==> config.mk <==
export PLATFORM = sky130hd
export DESIGN_NAME = mem_stage
export DESIGN_NICKNAME = d
export VERILOG_FILES = /design/src/rtl/mem_stage.sv
export SDC_FILE = /design/constraint.sdc
export NUM_CORES = 1
export LEC_CHECK = 0
export ABC_AREA = 1
export ABC_CLOCK_PERIOD_IN_PS = 3200
export BUFFER_PORTS_ARGS = -buffer_cell sky130_fd_sc_hd__buf_2
export CAP_MARGIN = 20
export CORE_AREA = 4 4 132 134
export DETAILED_ROUTE_END_ITERATION = 8
export DIE_AREA = 0 0 136 138
export GPL_TIMING_DRIVEN = 0
export PLACE_DENSITY = 0.73
export SYNTH_ARGS = -nofsm -noshare
export SYNTH_HDL_FRONTEND = slang
export SYNTH_SLANG_ARGS = --single-unit
==> constraint.sdc <==
create_clock -name clk -period 3.2 [get_ports clk]
set_input_delay 0.32 -clock clk [delete_from_list [all_inputs] [get_ports clk]]
set_output_delay 0.32 -clock clk [all_outputs]
set_load 0.03 [all_outputs]
==> src/rtl/mem_stage.sv <==
// MEM pipeline stage: drives the data-memory handshake, resolves branch/jump redirects and fills MEM/WB.
// Optional build macro DMEM_TIMEOUT_EN adds a 4-bit wait counter that abandons a silent access with mem_err.
module mem_stage (
    input  logic        clk,
    input  logic        rst,
    input  logic        in_valid,
    input  logic [1:0]  wb_in,
    input  logic        branch_in,
    input  logic        mem_read_in,
    input  logic        mem_write_in,
    input  logic        jump_in,
    input  logic [31:0] branch_target,
    input  logic        zero_in,
    input  logic [31:0] alu_result,
    input  logic [31:0] store_data,
    input  logic [4:0]  dest_reg,
    input  logic [31:0] jump_target,
    output logic        dmem_req,
    output logic        dmem_we,
    output logic [31:0] dmem_addr,
    output logic [31:0] dmem_wdata,
    input  logic [31:0] dmem_rdata,
    input  logic        dmem_ack,
    output logic        stall,
    output logic        redirect,
    output logic [31:0] redirect_pc,
    output logic        valid_out,
    output logic [1:0]  wb_out,
    output logic [31:0] read_data_out,
    output logic [31:0] alu_out,
    output logic [4:0]  dest_out,
    output logic        mem_err
);

    typedef enum logic {
        ST_IDLE,
        ST_ACCESS
    } state_t;

    state_t      r_state;
    state_t      w_next_state;

    logic [31:0] r_addr;
    logic [31:0] r_wdata;
    logic        r_we;
    logic [1:0]  r_wb;
    logic [4:0]  r_dest;

    logic        r_valid;
    logic [1:0]  r_wb_out;
    logic [31:0] r_rdata;
    logic [31:0] r_alu;
    logic [4:0]  r_dest_out;

    logic        w_access;
    logic        w_mem_op;
    logic        w_timeout;
    logic        w_stall;
    logic        w_redirect;

    assign w_access = (r_state == ST_ACCESS);
    assign w_mem_op = in_valid & (mem_read_in | mem_write_in);

`ifdef DMEM_TIMEOUT_EN
    logic [3:0]  r_wait_cnt;
    logic        r_mem_err;

    assign w_timeout = w_access & ~dmem_ack & (r_wait_cnt == 4'hF);

    // Counter starts at 0 in the first ACCESS cycle, so it reads 15 after 15 silent cycles.
    always_ff @(posedge clk) begin
        if (rst) begin
            r_wait_cnt <= 4'h0;
            r_mem_err  <= 1'b0;
        end else begin
            r_mem_err <= w_timeout;
            if (!w_access) begin
                r_wait_cnt <= 4'h0;
            end else if (!dmem_ack && !w_timeout) begin
                r_wait_cnt <= r_wait_cnt + 4'h1;
            end
        end
    end

    assign mem_err = r_mem_err;
`else
    assign w_timeout = 1'b0;
    assign mem_err   = 1'b0;
`endif

    always_comb begin
        w_next_state = r_state;
        unique case (r_state)
            ST_IDLE: begin
                if (w_mem_op) begin
                    w_next_state = ST_ACCESS;
                end
            end
            ST_ACCESS: begin
                if (dmem_ack || w_timeout) begin
                    w_next_state = ST_IDLE;
                end
            end
        endcase
    end

    // Redirect only fires from IDLE, so a stalled memory instruction cannot redirect twice.
    always_comb begin
        w_stall    = 1'b0;
        w_redirect = 1'b0;
        if (!rst) begin
            if (w_access) begin
                w_stall = ~dmem_ack & ~w_timeout;
            end else begin
                w_stall    = w_mem_op;
                w_redirect = in_valid & (jump_in | (branch_in & zero_in));
            end
        end
    end

    always_ff @(posedge clk) begin
        if (rst) begin
            r_state    <= ST_IDLE;
            r_addr     <= 32'h0;
            r_wdata    <= 32'h0;
            r_we       <= 1'b0;
            r_wb       <= 2'b00;
            r_dest     <= 5'd0;
            r_valid    <= 1'b0;
            r_wb_out   <= 2'b00;
            r_rdata    <= 32'h0;
            r_alu      <= 32'h0;
            r_dest_out <= 5'd0;
        end else begin
            r_state <= w_next_state;
            unique case (r_state)
                ST_IDLE: begin
                    if (w_mem_op) begin
                        r_addr  <= alu_result;
                        r_wdata <= store_data;
                        r_we    <= mem_write_in;
                        r_wb    <= wb_in;
                        r_dest  <= dest_reg;
                        r_valid <= 1'b0;
                    end else if (in_valid) begin
                        r_valid    <= 1'b1;
                        r_wb_out   <= wb_in;
                        r_rdata    <= 32'h0;
                        r_alu      <= alu_result;
                        r_dest_out <= dest_reg;
                    end else begin
                        r_valid <= 1'b0;
                    end
                end
                ST_ACCESS: begin
                    if (dmem_ack) begin
                        r_valid    <= 1'b1;
                        r_wb_out   <= r_wb;
                        r_rdata    <= r_we ? 32'h0 : dmem_rdata;
                        r_alu      <= r_addr;
                        r_dest_out <= r_dest;
                    end else if (w_timeout) begin
                        // An abandoned access retires with writeback disabled.
                        r_valid    <= 1'b1;
                        r_wb_out   <= 2'b00;
                        r_rdata    <= 32'h0;
                        r_alu      <= r_addr;
                        r_dest_out <= r_dest;
                    end else begin
                        r_valid <= 1'b0;
                    end
                end
            endcase
        end
    end

    assign dmem_req      = w_access;
    assign dmem_we       = w_access & r_we;
    assign dmem_addr     = r_addr;
    assign dmem_wdata    = r_wdata;
    assign stall         = w_stall;
    assign redirect      = w_redirect;
    assign redirect_pc   = w_redirect ? (jump_in ? jump_target : branch_target) : 32'h0;
    assign valid_out     = r_valid;
    assign wb_out        = r_wb_out;
    assign read_data_out = r_rdata;
    assign alu_out       = r_alu;
    assign dest_out      = r_dest_out;

endmodule

==> results of run 1 <==
## stage by stage
step / util [%] / setup slack, ns / instances
global route: 56.5 / 0.783 / 1559
finish: 56.5 / 0.946 / 1559
global placement: 52.8 / 1.20 / 1527
floorplan: - / 1.31 / 962
CTS: 56.5 / 0.882 / 1559
detailed placement: 52.8 / 1.20 / 1527
## kinds of logic after synthesis
| family | count (synthesis) |
|---|---|
| and+or+nand+nor | 502 |
| AOI/OAI and AO/OA | 147 |
| DFF | 145 |
| buffers and inverters | 135 |
| muxes | 32 |
| other | 1 |
## layer usage
layer	routed length [um]	vias to the layer above	global-route usage, %	part of all wire [%]
li1	-	3763	-	-
met1	9660	3373	29.0	39
met2	12000	292	43.1	49
met3	1840	57	5.89	7.5
met4	967	0	10.9	4.0
met5	0	-	0	0
## power by group through the flow
stage | clock, uW | combinational, uW | sequential (uW)
after CTS | 2060 | 1150 | 2020
after global routing | 2140 | 1250 | 2040
after detailed placement | 0 | 1150 | 2060
after global placement | 0 | 1130 | 2060
after floorplan | 0 | 467 | 2320
final | 2030 | 1140 | 2030
## how the worst min path moves through the flow
stage                   endpoint  slack, ns  cells past startpoint
2_1_floorplan               r_we       0.45                      2
3_3_place_gp   read_data_out[26]       0.46                      2
3_5_place_dp                r_we       0.47                      2
4_1_cts         read_data_out[4]       0.10                      2
5_1_grt         read_data_out[4]       0.11                      2
6_report        read_data_out[4]       0.11                      2
## cell type report
class | count | area, um^2 | share of cell area [%]
repair buffers | 345 | 1730 | 18.8
well taps | 220 | 275 | 2.99
plain buffers | 74 | 380 | 4.13
clock inverters | 13 | 150 | 1.63
clock buffers | 19 | 453 | 4.92
multi-input cells | 682 | 3080 | 33.5
flip-flops and latches | 145 | 2900 | 31.5
inverters | 61 | 230 | 2.50
## sequential cells by signal, summed over array words and instances, names as in the netlist
| signal | cells |
|---|---|
| alu_out | 32 |
| dest_out | 5 |
| dmem_addr | 32 |
| dmem_req | 1 |
| dmem_wdata | 32 |
| r_dest | 5 |
| r_wb | 2 |
| r_we | 1 |
| read_data_out | 32 |
| valid_out | 1 |
| wb_out | 2 |
## placed cells by master (no fill, tap or decap), drive strengths merged
cell      Yosys  final
buf          62    407
nor2        232    232
nand2       199    199
dfxtp       145    145
a21oi        76     76
nand3        71     71
o21ai        71     71
inv          60     64
mux2i        32     32
clkbuf       12     31
clkinvlp      0      4
clkinv        1      4
bufinv        0      2
conb          1      1
## critical path, cell delays in order, from the launching register on
cell and delay (ns):
dfxtp_1 0.31, buf_6 0.14, clkinv_2 0.09, nand2_2 0.09, nor2_1 0.11, nand2_1 0.14, buf_2 0.24, nor2_1 0.12
buf_2 0.25
==> results.cfg, run 1 <==
[layout]
drive_above_1_share_pct = 33.5
fin_area_um2 = 9200
num_antenna_cells = 0
syn2layout_area_growth_pct = 39.5
fillCellCount = 1638
final_nets = 1502

[grt]
grt_pass1_wl_um = 37100
grt_max_degree = 17
grt_pass1_vias = 7018
grtUsageTotal_pct = 24.9
grt_antenna_before_repair = 0
grt_overflow = 0

[synthesis]
yosys-top-cells-area = dfxtp_1 44%, nor2_1 13%, nand2_1 11%, a21oi_1 5.8%, nand3_1 5.4%
synth_fa_ha_area_share_pct = 0
synth_common_cells = 228 x nor2_1, 195 x nand2_1, 145 x dfxtp_1
ys_ff_latch = 145
synth_top_flop_cell = dfxtp_1
synth-edff-count = 0
syn-cell-area_um2 = 6600
yosys.area_share.simple_pct = 30.7
synth-compound-area-share_pct = 11.2
synthMuxAreaShare_pct = 4.86
synth_most_common_cell = nor2_1
synth_top_area_cell = dfxtp_1
netlist-cell-type-count = 21
synth_top_area_share_pct = 44.0
synth_top_family_by_area = simple AND/OR/NAND/NOR gates
syn_inst = 962
yosysSeqAreaShare_pct = 44.0
synth_nets = 1138
synth_warnings = 0
synth.avg_cell_area_um2 = 6.86
async_flop_share_pct = 0
synthXorXnorAreaFrac_pct = 0

[hold_path]
min_path_type = primary input to flip-flop
hp-start = rst

[placement]
io_buffers = 345
dp_hpwl_um = 19000
place_congestion = 0.860
post_dp_cell_area_um2 = 8600

[clock_tree]
hold_buffers = 0
cts_max_level = 4
clkSinkCount = 145
cts_buffer_depth = 2
clkTransAtPathRegs_ns = 0.07
postCtsSetupRepairBufs = 0
cts_resized = 0
clock_latency_ns = 0.42
cts_buffers = 17
clockRootBuffer = clkbuf_16
cts_tree = done

[setup_path]
cp.required_ns = 2.88
path_class = flip-flop to primary output
crit_arrival_ns = 1.93
startpoint_type = flip-flop
reg2reg_depth = 7
startpoint = dmem_req
rrSetupSlack_ns = 1.72
timing.rr.start = dmem_req
endpoint = redirect_pc[26]
endpoint_kind = primary output
crit_path_max_fanout = 10
regToRegEndpoint = dmem_addr[26]

[pwr]
power_uw = 5200
peakVddDrop_uv = 342
p_leak_uw = 0.00511
power.density_nw_per_um2 = 565
p_clk_share_pct = 39.1
p_int_uw = 3520
p_sw_uw = 1680
power_frac_comb_pct = 22.0
pwr-share-seq_pct = 39.0
netSwitchingFraction_pct = 32.3

[floorplanning]
dieArea_um2 = 18800
die_w_um = 136
die_h_um = 138
io_pins = 349
row_count = 47
core_area_um2 = 16300
initial_core_util_pct = 40.5

[detailed_routing]
firstDrtPassIters = 5
postRouteAntennaNets = 0
drt_iter0_drc = 457
routed_wl_um = 24500
routed_via_density = 4.80
wl_per_cell_um = 15.7
num_vias = 7485
drc = 0

[sta]
max_freq_mhz = 444
timing.slew.headroom_pct = 65.4
fin_setup_tns_ns = 0
rsz0062_at_grt = false
fin_crit_ns = 2.25
setup_viol_count_final = 0
hold_violations = 0
hold_slack_ns = 0.110
post-route-period-util_pct = 70.4
drv_slew = 0
fin_skew_ns = 0.00966
tightest_slew_ns = 0.505

[job]
maxCapViolations = 0

[outcome]
status = finished clean
Note: power is estimated with default switching activity, not from simulation.
==> run 2, diff against run 1 <==
==> config.mk (replaced) <==
export PLATFORM = sky130hd
export DESIGN_NAME = mem_stage
export DESIGN_NICKNAME = d
export VERILOG_FILES = /design/src/rtl/mem_stage.sv
export SDC_FILE = /design/constraint.sdc
export NUM_CORES = 1
export LEC_CHECK = 0
export ABC_AREA = 1
export ABC_CLOCK_PERIOD_IN_PS = 2150
export BUFFER_PORTS_ARGS = -buffer_cell sky130_fd_sc_hd__buf_2
export CAP_MARGIN = 20
export CORE_AREA = 4 4 134 136
export DETAILED_ROUTE_END_ITERATION = 8
export DIE_AREA = 0 0 138 140
export GPL_TIMING_DRIVEN = 0
export PLACE_DENSITY = 0.71
export SYNTH_ARGS = -nofsm -noshare
export SYNTH_HDL_FRONTEND = slang
export SYNTH_SLANG_ARGS = --single-unit
==> constraint.sdc (replaced) <==
create_clock -name clk -period 2.15 [get_ports clk]
set_input_delay 0.215 -clock clk [delete_from_list [all_inputs] [get_ports clk]]
set_output_delay 0.215 -clock clk [all_outputs]
set_load 0.03 [all_outputs]
==> run 2 against run 1 <==
Net effect: worst setup slack lost 0.85 ns; combinational power up 54%; largest power group is now the clock network; non-clock buffer count increased by 10; largest cell class unchanged; first-iteration DRC count shrank 11%; via count decreased by 0.13%; sequential share of layout area down 0.79 points; clock power rose by 53%; total power is 51% higher; critical path type unchanged.
==> results.cfg, run 2 (same netlist as run 1, synthesis figures left out) <==
[detailed_routing]
postRouteAntennaNets = 0
firstDrtPassIters = 5
routed_wl_um = 25500
routed_via_density = 4.75
drc = 0
num_vias = 7475
wl_per_cell_um = 16.2
drt_iter0_drc = 409

[placement]
place_congestion = 0.968
io_buffers = 345
place_inst = 1532
dp_hpwl_um = 19800

[grt]
grt_pass1_wl_um = 39500
use_met1_pct = 28.9
busiest_layer = met2
grtUsageTotal_pct = 25.6
grt_overflow = 0
met2_usage_pct = 44.6
grt_pass1_vias = 7175
grt_max_degree = 17
grt_antenna_before_repair = 3
grtUsageMet3_pct = 9.35

[layout]
final_common_cell = buf_2
drive_above_1_share_pct = 34.1
final_cells = 1574
layout_common_cells = 374 x buf_2, 218 x nor2_1, 194 x nand2_1, 145 x dfxtp_1, 76 x a21oi_1
fin_util_pct = 55.7
syn2layout_area_growth_pct = 43.1
final_nets = 1512

[floorplanning]
die_w_um = 138
dieArea_um2 = 19300
core_area_um2 = 16900
row_count = 48
initial_core_util_pct = 38.9
die_h_um = 140
io_pins = 349

[clock_tree]
clkTransAtPathRegs_ns = 0.06
clkSinkCount = 145
cts_buffers = 17
cts_tree = done
cts_buffer_depth = 2
cts_max_level = 4
clock_latency_ns = 0.43
clockRootBuffer = clkbuf_16

[setup_path]
cp.required_ns = 1.93
crit_slowest_cell = dfxtp_1
startpoint_type = flip-flop
regToRegEndpoint = read_data_out[1]
crit_path_max_fanout = 10
critical_path_buf_inv_count = 4
rrSetupSlack_ns = 0.24
path_class = flip-flop to primary output
timing.rr.start = dmem_req
slowest_delay_ns = 0.32
reg2reg_depth = 7
cp_top_family = buffers and inverters
crit_chain = buf_6 -> clkinv_2 -> nand2_4 -> nor2_4 -> nand2_4 -> buf_6 -> nor2_1 -> buf_4
endpoint_kind = primary output
crit_cells = 8
crit_arrival_ns = 1.84

[outcome]
status = finished clean

[sta]
max_freq_mhz = 488
hold_violations = 0
post-route-period-util_pct = 95.4
timing.slew.headroom_pct = 64.1
fin_skew_ns = 0.00758
drv_slew = 0
tightest_slew_ns = 0.538
setup_viol_count_final = 0
fin_crit_ns = 2.05
rsz0062_at_grt = false

[hold_path]
worst_hold_path.endpoint = dmem_wdata[1]
min_path_type = primary input to flip-flop
hold_path_depth = 3
hp-start = store_data[1]

[pwr]
power.density_nw_per_um2 = 832
power_uw = 7850
peakVddDrop_uv = 489
p_leak_uw = 0.00520

[job]
maxCapViolations = 0
run 2: worst max path at each step:
stage               startpoint  slack, ns               to
detailed placement         rst       0.15  redirect_pc[28]
global route          dmem_req      0.009            stall
CTS                   dmem_req      -0.02  redirect_pc[21]
finish                dmem_req        0.1  redirect_pc[18]
floorplan             dmem_req       0.36            stall
global placement           rst       0.19  redirect_pc[28]
run 2: cell type report:
class | count | area, um^2
Tap cell | 225 | 282
Antenna cell | 1 | 2.50
Clock buffer | 20 | 457
Clock inverter | 11 | 154
Fill cell | 1701 | 7500
Buffer | 74 | 404
Multi-Input combinational cell | 682 | 3130
Timing Repair Buffer | 355 | 1880
Inverter | 61 | 230
Sequential cell | 145 | 2900
run 2: tightest hold or removal path: cells and delay by family:
| kind | cells | cell delay [ns] |
|---|---|---|
| buf+inv | 1 | 0.08 |
| simple gates | 2 | 0.11 |
run 2: metal layers:
metal,routed length [um],vias up
met5,33,-
met4,753,4
met3,2120,50
met2,12500,286
met1,10100,3351
li1,-,3784
run 2: what timing repair did:
action | in CTS | in global routing
pin swaps | 0 | 0
endpoints found under the hold margin | 6 | 2
gates resized for setup | 24 | 25
hold buffers | 6 | 2
setup endpoints to repair | 30 | 34
setup buffers | 2 | 0
run 2: per-stage QoR:
stage	area, um^2	TNS, ns	worst slack [ns]	hold slack [ns]
after floorplan	6600	0	0.362	0.350
after global placement	8600	0	0.189	0.435
after detailed placement	8600	0	0.152	0.444
after CTS	9360	-0.0514	-0.0250	0.0000669
after global routing	9440	0	0.00932	0.00374
final	9440	0	0.0988	0.00994
run 2: power by group:
group | internal [uW] | switching [uW] | total (uW)
clock network | 1890 | 1200 | 3100
logic | 573 | 1170 | 1750
registers | 2900 | 113 | 3010
total | 5370 | 2490 | 7850
==> run 3, diff against run 2 <==
--- a/config.mk
+++ b/config.mk
@@ -9,11 +9,12 @@
 export ABC_CLOCK_PERIOD_IN_PS = 2150
 export BUFFER_PORTS_ARGS = -buffer_cell sky130_fd_sc_hd__buf_2
 export CAP_MARGIN = 20
-export CORE_AREA = 4 4 134 136
+export CORE_ASPECT_RATIO = 0.6
+export CORE_MARGIN = 4
+export CORE_UTILIZATION = 45
 export DETAILED_ROUTE_END_ITERATION = 8
-export DIE_AREA = 0 0 138 140
 export GPL_TIMING_DRIVEN = 0
-export PLACE_DENSITY = 0.71
+export PLACE_DENSITY = 0.8
 export SYNTH_ARGS = -nofsm -noshare
 export SYNTH_HDL_FRONTEND = slang
 export SYNTH_SLANG_ARGS = --single-unit
==> run 3 against run 2 <==
Net effect: flip-flop and latch count stayed put; highest routed layer unchanged; via count is 2.2% higher; cell count is 2.8% lower; total power is 0.14% lower; largest power group unchanged; register-to-register slack better by 0.36 ns.
==> results.cfg, run 3 (same netlist as run 1, synthesis figures left out) <==
[outcome]
status = finished clean

[clock_tree]
cts_buffers = 17
clock_latency_ns = 0.42
clkSinkCount = 145
cts_buffer_depth = 2
hold_buffers = 0
cts_tree = done
clockRootBuffer = clkbuf_16
cts_max_level = 4
clkTransAtPathRegs_ns = 0.07

[sta]
fin_skew_ns = 0.0130
timing.slew.headroom_pct = 64.3
fin_crit_ns = 2.14
hold_violations = 0
setup_viol_count_final = 0
tightest_slew_ns = 0.536
max_freq_mhz = 467
drv_slew = 0
fin_setup_tns_ns = 0
post-route-period-util_pct = 99.6

[pwr]
power_uw = 7840
power.density_nw_per_um2 = 851
p_leak_uw = 0.00512
peakVddDrop_uv = 494

[grt]
grtUsageTotal_pct = 28.4
grt_max_degree = 20
grt_overflow = 0
grt_pass1_wl_um = 37300
grt_antenna_before_repair = 2
grt_pass1_vias = 6997

[detailed_routing]
postRouteAntennaNets = 0
routed_wl_um = 24700
num_vias = 7641
firstDrtPassIters = 5
drc = 0
wl_per_cell_um = 16.1
routed_via_density = 4.99
drt_iter0_drc = 604

[setup_path]
crit_arrival_ns = 1.93
cp.required_ns = 1.93
regToRegEndpoint = r_dest[1]
rrSetupSlack_ns = 0.60
endpoint_kind = primary output
startpoint = dmem_req
path_class = flip-flop to primary output
crit_slowest_cell = dfxtp_1
reg2reg_depth = 7
slowest_delay_ns = 0.33
timing.rr.start = dmem_req
startpoint_type = flip-flop
endpoint = redirect_pc[5]
crit_path_max_fanout = 10
crit_chain = buf_6 -> clkinv_2 -> nand2_2 -> nor2_1 -> nand2_2 -> buf_4 -> nor2_1 -> clkbuf_4

[floorplanning]
row_count = 33
initial_core_util_pct = 47.1
io_pins = 349
die_h_um = 102
die_w_um = 164
dieArea_um2 = 16700
core_area_um2 = 14000

[layout]
layout_common_cells = 385 x buf_2, 227 x nor2_1, 194 x nand2_1, 145 x dfxtp_1, 76 x a21oi_1
final_common_cell = buf_2
final_nets = 1501
syn2layout_area_growth_pct = 39.6
num_antenna_cells = 0
drive_above_1_share_pct = 33.6

[job]
maxCapViolations = 0

[hold_path]
min_path_type = primary input to flip-flop

[placement]
place_congestion = 0.926
io_buffers = 345
dp_hpwl_um = 19000
run 3: changes by cell type in the layout (fill, tap and decap cells not counted), moves of 5 or more:
cell           change
dlygate4sd3_1      -8
buf_6              -5
buf_4             -10
nor2_1             +9
nor2_2             -7
buf_2             +11
run 3: how the worst min path moves through the flow:
| stage | from | depth (start not counted) | to |
|---|---|---|---|
| 3_3_place_gp | store_data[13] | 3 | dmem_wdata[13] |
| 4_1_cts | store_data[12] | 3 | dmem_wdata[12] |
| 5_1_grt | rst | 2 | read_data_out[2] |
| 2_1_floorplan | store_data[29] | 2 | dmem_wdata[29] |
| 3_5_place_dp | store_data[12] | 3 | dmem_wdata[12] |
| 6_report | store_data[15] | 3 | dmem_wdata[15] |
run 3: power breakdown:
group          total [uW]  switching, uW  internal [uW]
clock network        3110           1220           1880
logic                1710           1160            551
registers            3020            124           2900
run 3: through the flow:
stage / worst slack, ns / cell area, um^2 / utilization [%] / cells / hold WS [ns]
after floorplan: 0.362 / 6600 / - / 962 / 0.350
after global placement: 0.369 / 8560 / 61.2 / 1499 / 0.437
after detailed placement: 0.365 / 8560 / 61.2 / 1499 / 0.443
after CTS: -0.0107 / 9190 / 65.7 / 1530 / 0.00871
after global routing: -0.0710 / 9210 / 65.8 / 1530 / 0.0182
final: 0.00964 / 9210 / 65.8 / 1530 / 0.0189
run 3: layout make-up:
class                   count  area, um^2
fillers                  1272        4790
clock buffers              19         443
repair buffers            345        1740
well taps                 192         240
flip-flops and latches    145        2900
clock inverters            13         174
multi-input cells         682        3090
inverters                  61         230
plain buffers              73         389
run 3: layer usage:
| layer | up-vias | wire length [um] | GRT usage [%] |
|---|---|---|---|
| met5 | - | 21 | 0 |
| met4 | 4 | 204 | 5.73 |
| met3 | 25 | 2610 | 9.23 |
| met2 | 318 | 10900 | 43.6 |
| met1 | 3525 | 10900 | 39.4 |
| li1 | 3769 | - | - |
run 3: timing repair:
action | in CTS | in global routing
resized for setup | 6 | 9
setup endpoints to repair | 23 | 31
buffers inserted | 0 | 0
hold endpoints to repair | 0 | 0
run 3: critical path, delay by kind of cell (launching register included):
family                 cells  cell delay, ns
AND/OR/NAND/NOR            4            0.49
flip-flops                 1            0.33
buffers and inverters      4            0.68
